## config.mk

```make
export PLATFORM = sky130hd
export DESIGN_NAME = mem_req_arbiter_flat
export DESIGN_NICKNAME = d
export VERILOG_FILES = /design/src/rtl/mem_req_arbiter_pkg.sv /design/src/rtl/mem_req_arbiter_if.sv /design/src/rtl/mem_req_arbiter.sv /design/src/flat_wrapper.sv
export SDC_FILE = /design/constraint.sdc
export NUM_CORES = 1
export LEC_CHECK = 0
export BUFFER_PORTS_ARGS = -buffer_cell sky130_fd_sc_hd__buf_2
export CAP_MARGIN = 0
export CORE_AREA = 4 4 121 123
export CTS_BUF_LIST = sky130_fd_sc_hd__clkbuf_4 sky130_fd_sc_hd__clkbuf_8
export DETAILED_ROUTE_END_ITERATION = 7
export DIE_AREA = 0 0 125 127
export GPL_TIMING_DRIVEN = 0
export PLACE_DENSITY = 0.71
export SETUP_SLACK_MARGIN = 0.05
export SLEW_MARGIN = 0
export SYNTH_ARGS = -nofsm -noshare
export SYNTH_HDL_FRONTEND = slang
export SYNTH_SLANG_ARGS = --single-unit
```

## constraint.sdc

```tcl
create_clock -name clk -period 2.8 [get_ports clk]
set_clock_uncertainty 0.1 [all_clocks]
set_input_delay 0.56 -clock clk [delete_from_list [all_inputs] [get_ports clk]]
set_output_delay 0.56 -clock clk [all_outputs]
set_load 0.01 [all_outputs]
```

## src/rtl/mem_req_arbiter_pkg.sv

```systemverilog
// rtl/mem_req_arbiter_pkg.sv - shared encodings for the instruction/data memory request arbiter
package mem_req_arbiter_pkg;

    typedef enum logic [1:0] {
        ST_IDLE = 2'd0,
        ST_REQ  = 2'd1,
        ST_RESP = 2'd2
    } arb_state_t;

    localparam logic OWN_INST = 1'b0;
    localparam logic OWN_DATA = 1'b1;

    localparam int STARVE_LIMIT_DEF = 4;

endpackage

```

## src/rtl/mem_req_arbiter_if.sv

```systemverilog
// rtl/mem_req_arbiter_if.sv - request/response bus shared by requesters and the memory side
interface mem_req_arbiter_if;
    logic        req;
    logic        wr;
    logic [1:0]  size;
    logic [3:0]  wstrb;
    logic [31:0] addr;
    logic [31:0] wdata;
    logic        addr_ok;
    logic        data_ok;
    logic [31:0] rdata;

    // slave: the side that accepts requests; master: the side that issues them
    modport slave (
        input  req, wr, size, wstrb, addr, wdata,
        output addr_ok, data_ok, rdata
    );

    modport master (
        output req, wr, size, wstrb, addr, wdata,
        input  addr_ok, data_ok, rdata
    );
endinterface

```

## src/rtl/mem_req_arbiter.sv

```systemverilog
// rtl/mem_req_arbiter.sv - two-requester, single-outstanding memory arbiter with data priority
module mem_req_arbiter
    import mem_req_arbiter_pkg::*;
#(
    parameter int STARVE_LIMIT = STARVE_LIMIT_DEF
) (
    input logic               clk,
    input logic               reset,
    mem_req_arbiter_if.slave  inst,
    mem_req_arbiter_if.slave  data,
    mem_req_arbiter_if.master mst
);

    arb_state_t  state;
    logic        owner;
    logic [2:0]  starve_cnt;
    logic        lat_wr;
    logic [1:0]  lat_size;
    logic [3:0]  lat_wstrb;
    logic [31:0] lat_addr;
    logic [31:0] lat_wdata;

    logic in_idle;
    logic starved;
    logic grant_data;
    logic grant_inst;
    logic resp_done;
    logic issuing;

    // data has priority unless inst has been passed over STARVE_LIMIT times in a row
    assign in_idle    = (state == ST_IDLE) && !reset;
    assign starved    = (starve_cnt == 3'(STARVE_LIMIT)) && inst.req;
    assign grant_data = in_idle && data.req && !starved;
    assign grant_inst = in_idle && inst.req && !grant_data;
    assign resp_done  = (state == ST_RESP) && mst.data_ok && !reset;
    assign issuing    = (state == ST_REQ) && !reset;

    assign inst.addr_ok = grant_inst;
    assign data.addr_ok = grant_data;
    assign inst.data_ok = resp_done && (owner == OWN_INST);
    assign data.data_ok = resp_done && (owner == OWN_DATA);
    assign inst.rdata   = (owner == OWN_INST) ? mst.rdata : 32'h0;
    assign data.rdata   = (owner == OWN_DATA) ? mst.rdata : 32'h0;

    assign mst.req   = issuing;
    assign mst.wr    = issuing && lat_wr;
    assign mst.size  = issuing ? lat_size  : 2'b00;
    assign mst.wstrb = issuing ? lat_wstrb : 4'h0;
    assign mst.addr  = issuing ? lat_addr  : 32'h0;
    assign mst.wdata = issuing ? lat_wdata : 32'h0;

    always_ff @(posedge clk) begin
        if (reset) begin
            state <= ST_IDLE;
            owner <= OWN_DATA;
        end else begin
            case (state)
                ST_IDLE: begin
                    if (grant_data) begin
                        owner <= OWN_DATA;
                        state <= ST_REQ;
                    end else if (grant_inst) begin
                        owner <= OWN_INST;
                        state <= ST_REQ;
                    end
                end
                ST_REQ:  if (mst.addr_ok) state <= ST_RESP;
                ST_RESP: if (mst.data_ok) state <= ST_IDLE;
                default: state <= ST_IDLE;
            endcase
        end
    end

    always_ff @(posedge clk) begin
        if (reset) begin
            lat_wr    <= 1'b0;
            lat_size  <= 2'b00;
            lat_wstrb <= 4'h0;
            lat_addr  <= 32'h0;
            lat_wdata <= 32'h0;
        end else if (grant_data) begin
            lat_wr    <= data.wr;
            lat_size  <= data.size;
            lat_wstrb <= data.wstrb;
            lat_addr  <= data.addr;
            lat_wdata <= data.wdata;
        end else if (grant_inst) begin
            lat_wr    <= inst.wr;
            lat_size  <= inst.size;
            lat_wstrb <= inst.wstrb;
            lat_addr  <= inst.addr;
            lat_wdata <= inst.wdata;
        end
    end

    always_ff @(posedge clk) begin
        if (reset) begin
            starve_cnt <= 3'd0;
        end else if (state == ST_IDLE) begin
            if (grant_inst || !inst.req)
                starve_cnt <= 3'd0;
            else if (grant_data && (starve_cnt != 3'(STARVE_LIMIT)))
                starve_cnt <= starve_cnt + 3'd1;
        end
    end

endmodule

```

## src/flat_wrapper.sv

```systemverilog
// flat-port wrapper written by rule: the top's interface ports become plain ports
module mem_req_arbiter_flat import mem_req_arbiter_pkg::*;
#(
    parameter int STARVE_LIMIT = STARVE_LIMIT_DEF
)
  (clk, reset, inst_req, inst_wr, inst_size, inst_wstrb, inst_addr, inst_wdata, inst_addr_ok, inst_data_ok, inst_rdata, data_req, data_wr, data_size, data_wstrb, data_addr, data_wdata, data_addr_ok, data_data_ok, data_rdata, mst_req, mst_wr, mst_size, mst_wstrb, mst_addr, mst_wdata, mst_addr_ok, mst_data_ok, mst_rdata);
  mem_req_arbiter_if inst_i ();
  mem_req_arbiter_if data_i ();
  mem_req_arbiter_if mst_i ();
  input logic clk;
  input logic reset;
  input wire logic [$bits(inst_i.req)-1:0] inst_req;
  input wire logic [$bits(inst_i.wr)-1:0] inst_wr;
  input wire logic [$bits(inst_i.size)-1:0] inst_size;
  input wire logic [$bits(inst_i.wstrb)-1:0] inst_wstrb;
  input wire logic [$bits(inst_i.addr)-1:0] inst_addr;
  input wire logic [$bits(inst_i.wdata)-1:0] inst_wdata;
  output wire logic [$bits(inst_i.addr_ok)-1:0] inst_addr_ok;
  output wire logic [$bits(inst_i.data_ok)-1:0] inst_data_ok;
  output wire logic [$bits(inst_i.rdata)-1:0] inst_rdata;
  input wire logic [$bits(data_i.req)-1:0] data_req;
  input wire logic [$bits(data_i.wr)-1:0] data_wr;
  input wire logic [$bits(data_i.size)-1:0] data_size;
  input wire logic [$bits(data_i.wstrb)-1:0] data_wstrb;
  input wire logic [$bits(data_i.addr)-1:0] data_addr;
  input wire logic [$bits(data_i.wdata)-1:0] data_wdata;
  output wire logic [$bits(data_i.addr_ok)-1:0] data_addr_ok;
  output wire logic [$bits(data_i.data_ok)-1:0] data_data_ok;
  output wire logic [$bits(data_i.rdata)-1:0] data_rdata;
  output wire logic [$bits(mst_i.req)-1:0] mst_req;
  output wire logic [$bits(mst_i.wr)-1:0] mst_wr;
  output wire logic [$bits(mst_i.size)-1:0] mst_size;
  output wire logic [$bits(mst_i.wstrb)-1:0] mst_wstrb;
  output wire logic [$bits(mst_i.addr)-1:0] mst_addr;
  output wire logic [$bits(mst_i.wdata)-1:0] mst_wdata;
  input wire logic [$bits(mst_i.addr_ok)-1:0] mst_addr_ok;
  input wire logic [$bits(mst_i.data_ok)-1:0] mst_data_ok;
  input wire logic [$bits(mst_i.rdata)-1:0] mst_rdata;
  assign inst_i.req = inst_req;
  assign inst_i.wr = inst_wr;
  assign inst_i.size = inst_size;
  assign inst_i.wstrb = inst_wstrb;
  assign inst_i.addr = inst_addr;
  assign inst_i.wdata = inst_wdata;
  assign inst_addr_ok = inst_i.addr_ok;
  assign inst_data_ok = inst_i.data_ok;
  assign inst_rdata = inst_i.rdata;
  assign data_i.req = data_req;
  assign data_i.wr = data_wr;
  assign data_i.size = data_size;
  assign data_i.wstrb = data_wstrb;
  assign data_i.addr = data_addr;
  assign data_i.wdata = data_wdata;
  assign data_addr_ok = data_i.addr_ok;
  assign data_data_ok = data_i.data_ok;
  assign data_rdata = data_i.rdata;
  assign mst_req = mst_i.req;
  assign mst_wr = mst_i.wr;
  assign mst_size = mst_i.size;
  assign mst_wstrb = mst_i.wstrb;
  assign mst_addr = mst_i.addr;
  assign mst_wdata = mst_i.wdata;
  assign mst_i.addr_ok = mst_addr_ok;
  assign mst_i.data_ok = mst_data_ok;
  assign mst_i.rdata = mst_rdata;
  mem_req_arbiter #(.STARVE_LIMIT(STARVE_LIMIT)) u_core (.clk(clk), .reset(reset), .inst(inst_i), .data(data_i), .mst(mst_i));
endmodule
```

==> flow_metrics.env <==
export IMPL_start_util=0.361
export IMPL_vias=5879
export IMPL_rows=43
export IMPL_drv_slew=0
export IMPL_crit_fanout=10
export IMPL_first_global_vias=5699
export IMPL_area_growth_pct=42.2
export IMPL_cap_violations=0
export IMPL_firstDrtPassIters=4
export IMPL_dp_hpwl_um=16400
export IMPL_root_buffer="clkbuf_8"
export IMPL_yosys_warnings=0
export IMPL_worstHoldPathType="input port to register"
export IMPL_die_area_um2=15900
export IMPL_worstPathRequired_ns=2.14
export IMPL_r2r_cells=6
export IMPL_remaining_drc_errors=0
export IMPL_syn_inst=606
export IMPL_drive_above_1_share=0.457
export IMPL_wirelength_um=21000
export IMPL_grt_usage=0.247
export IMPL_setup_ws_ns=0.144
export IMPL_yosysTopAreaCellShare=0.313
export IMPL_grt_setup_unrepaired="false"
export IMPL_min_from="inst_addr[3]"
export IMPL_ioPinCount=320
export IMPL_syn_mean_instance_area_um2=8.13
export IMPL_worstPathArrival_ns=2.00
export IMPL_place_inst=1104
export IMPL_place_gp_congestion=0.923
export IMPL_antenna_found_initial=3
export IMPL_cts_buffers_inserted=9
export IMPL_layoutNonFillerInstCount=1122
export IMPL_grt_max_degree=20
export IMPL_synth_top_cell_by_area="dfxtp_1"
export IMPL_critPathKind="register to primary output"
export IMPL_clock_latency_ns=0.36
export IMPL_fp_dieH_um=127
export IMPL_p_leak_nw=3.43
export IMPL_r2r_end="u_core.lat_addr[8]"
export IMPL_hold_buffers=0
export IMPL_die_w_um=125
export IMPL_io_buffer_count=318
export IMPL_finish_utilization=0.513
export IMPL_final_setup_viol_count=0
export IMPL_final_nets=1117
export IMPL_dominantRegCellSynth="dfxtp_1"
export IMPL_totalPowerFinal_mw=3.17
export IMPL_antenna_left=0
export IMPL_finalSetupTns_ns=0
export IMPL_worstSetupStartpointType="register"
export IMPL_cts_tree="built"
export IMPL_gr_total_overflow=0
export IMPL_syn_nets=788
export IMPL_synth_distinct_cells=29
export IMPL_fmax_ghz=0.377
export IMPL_synthTopCellsByArea="dfxtp_1 31%, a311oi_2 21%, nand2_1 11%"
export IMPL_r2r_slack_ns=0.53
export IMPL_avgRoutedWirePerCell_um=18.7
export IMPL_hold_violations=0
export IMPL_placed_area_um2=6750
export IMPL_slew_headroom=0.499
export IMPL_ys_async_sr_fraction=0
export IMPL_cts_htree_levels=3
export IMPL_cts_sinks=77
export IMPL_syn_cell_area_um2=4930
export IMPL_coreArea_um2=13700
export IMPL_hold_depth=3
export IMPL_synth_seq_cells=77
export IMPL_holdWs_ns=0.359
export IMPL_via_per_inst=5.24
export IMPL_synth_edf_count=0
export IMPL_powerDensity_nw_per_um2=452
export IMPL_grt_pass1_wl_um=31300
export IMPL_r2r_start="u_core.state[1]"
export IMPL_stdcell_area_um2=7010
export IMPL_period_share=0.949
export IMPL_worstMarginPinSlew_ns=0.752
export IMPL_cts_buffer_depth=2
export IMPL_status="completed"
export IMPL_seq_area_frac_synth=0.313
export IMPL_fin_crit_ns=2.66
export IMPL_hold_end="u_core.lat_addr[3]"
export IMPL_critical_path_endpoint_type="primary output"
export IMPL_vdd_ir_drop_max_uv=266
export IMPL_clkTransAtPathRegs_ns=0.08
export IMPL_pre_cts_ws_ns=-0.352
export IMPL_drtIter0Drc=260
-- metal layers --
| metal | vias to the layer above | GRT usage | routed length [um] |
|---|---|---|---|
| li1 | 2805 | - | - |
| met1 | 2756 | 0.292 | 8030 |
| met2 | 285 | 0.438 | 10800 |
| met3 | 31 | 0.0531 | 1600 |
| met4 | 2 | 0.0944 | 567 |
| met5 | - | 0 | 7 |
-- cells in the mapped netlist (all sizes together) (3+ instances only) --
| cell | number |
|---|---|
| nor2b | 32 |
| and3 | 72 |
| nor2 | 5 |
| a21oi | 3 |
| nor3 | 71 |
| o21ai | 3 |
| nand2 | 145 |
| buf | 18 |
| a311oi | 71 |
| and2 | 34 |
| dfxtp | 77 |
| clkbuf | 54 |
| inv | 4 |
-- timing repair --
| item | in CTS | in global routing |
|---|---|---|
| resized for setup | 7 | 5 |
| setup endpoints to repair | 71 | 51 |
| buffers inserted | 2 | 1 |
-- logic make-up after synthesis --
logic type               Yosys count  synth area share
AND/OR/NAND/NOR                  370             0.382
AO/OA/AOI/OAI                     81             0.227
flip-flops                        77             0.313
buffers and inverters             76            0.0739
adder cells (fa/ha/maj)            2           0.00508
-- worst max path at each step --
stage                        end            start  slack, ns  depth (start not counted)
finish              mst_addr[17]  u_core.state[0]       0.14                          5
floorplan           inst_addr_ok            reset       0.22                          5
global placement    mst_addr[28]            reset      -0.35                          5
detailed placement  mst_wstrb[2]            reset      -0.35                          5
CTS                 mst_wstrb[2]            reset      0.002                          5
global route        mst_addr[13]  u_core.state[0]       0.04                          5
-- power breakdown --
part           leakage (nW)  switching [mW]  internal, mW
Sequential            0.638          0.0512          1.21
Combinational          2.68           0.529         0.404
Clock                 0.112           0.453         0.525
-- critical path, cell delays in order (launching register included) --
cell and delay [ns]:
dfxtp_1 0.34, buf_6 0.16, clkbuf_1 0.39, clkbuf_1 0.38
and3_1 0.23, buf_2 0.13
-- final cells by class --
type	instances	area [um2]
antenna	2	5.00
buffer	69	347
clock buffer	10	138
clock inverter	6	86.3
fill	1371	6660
inverter	4	15.0
multi-input combinational	453	3040
sequential	77	1540
tap	180	225
timing repair buffer	321	1610
-- layout by cell type (no fill, tap or decap), types with 3 or more instances in the layout --
| master | n |
|---|---|
| buf_6 | 10 |
| buf_4 | 3 |
| a311oi_2 | 69 |
| clkbuf_8 | 10 |
| o21ai_0 | 3 |
| nor2_1 | 4 |
| clkbuf_1 | 49 |
| buf_2 | 325 |
| nor2b_1 | 32 |
| a21oi_1 | 3 |
| nor3_1 | 71 |
| inv_1 | 4 |
| and3_1 | 72 |
| clkbuf_2 | 3 |
| and2_1 | 34 |
| dfxtp_1 | 77 |
| nand2_1 | 145 |
-- state kept, by name, indices dropped and copies added (netlist names) --
name               cells
u_core.lat_addr       32
u_core.lat_size        2
u_core.lat_wdata      32
u_core.lat_wr          1
u_core.lat_wstrb       4
u_core.owner           1
u_core.starve_cnt      3
u_core.state           2
(Power assumes the default switching activity.)
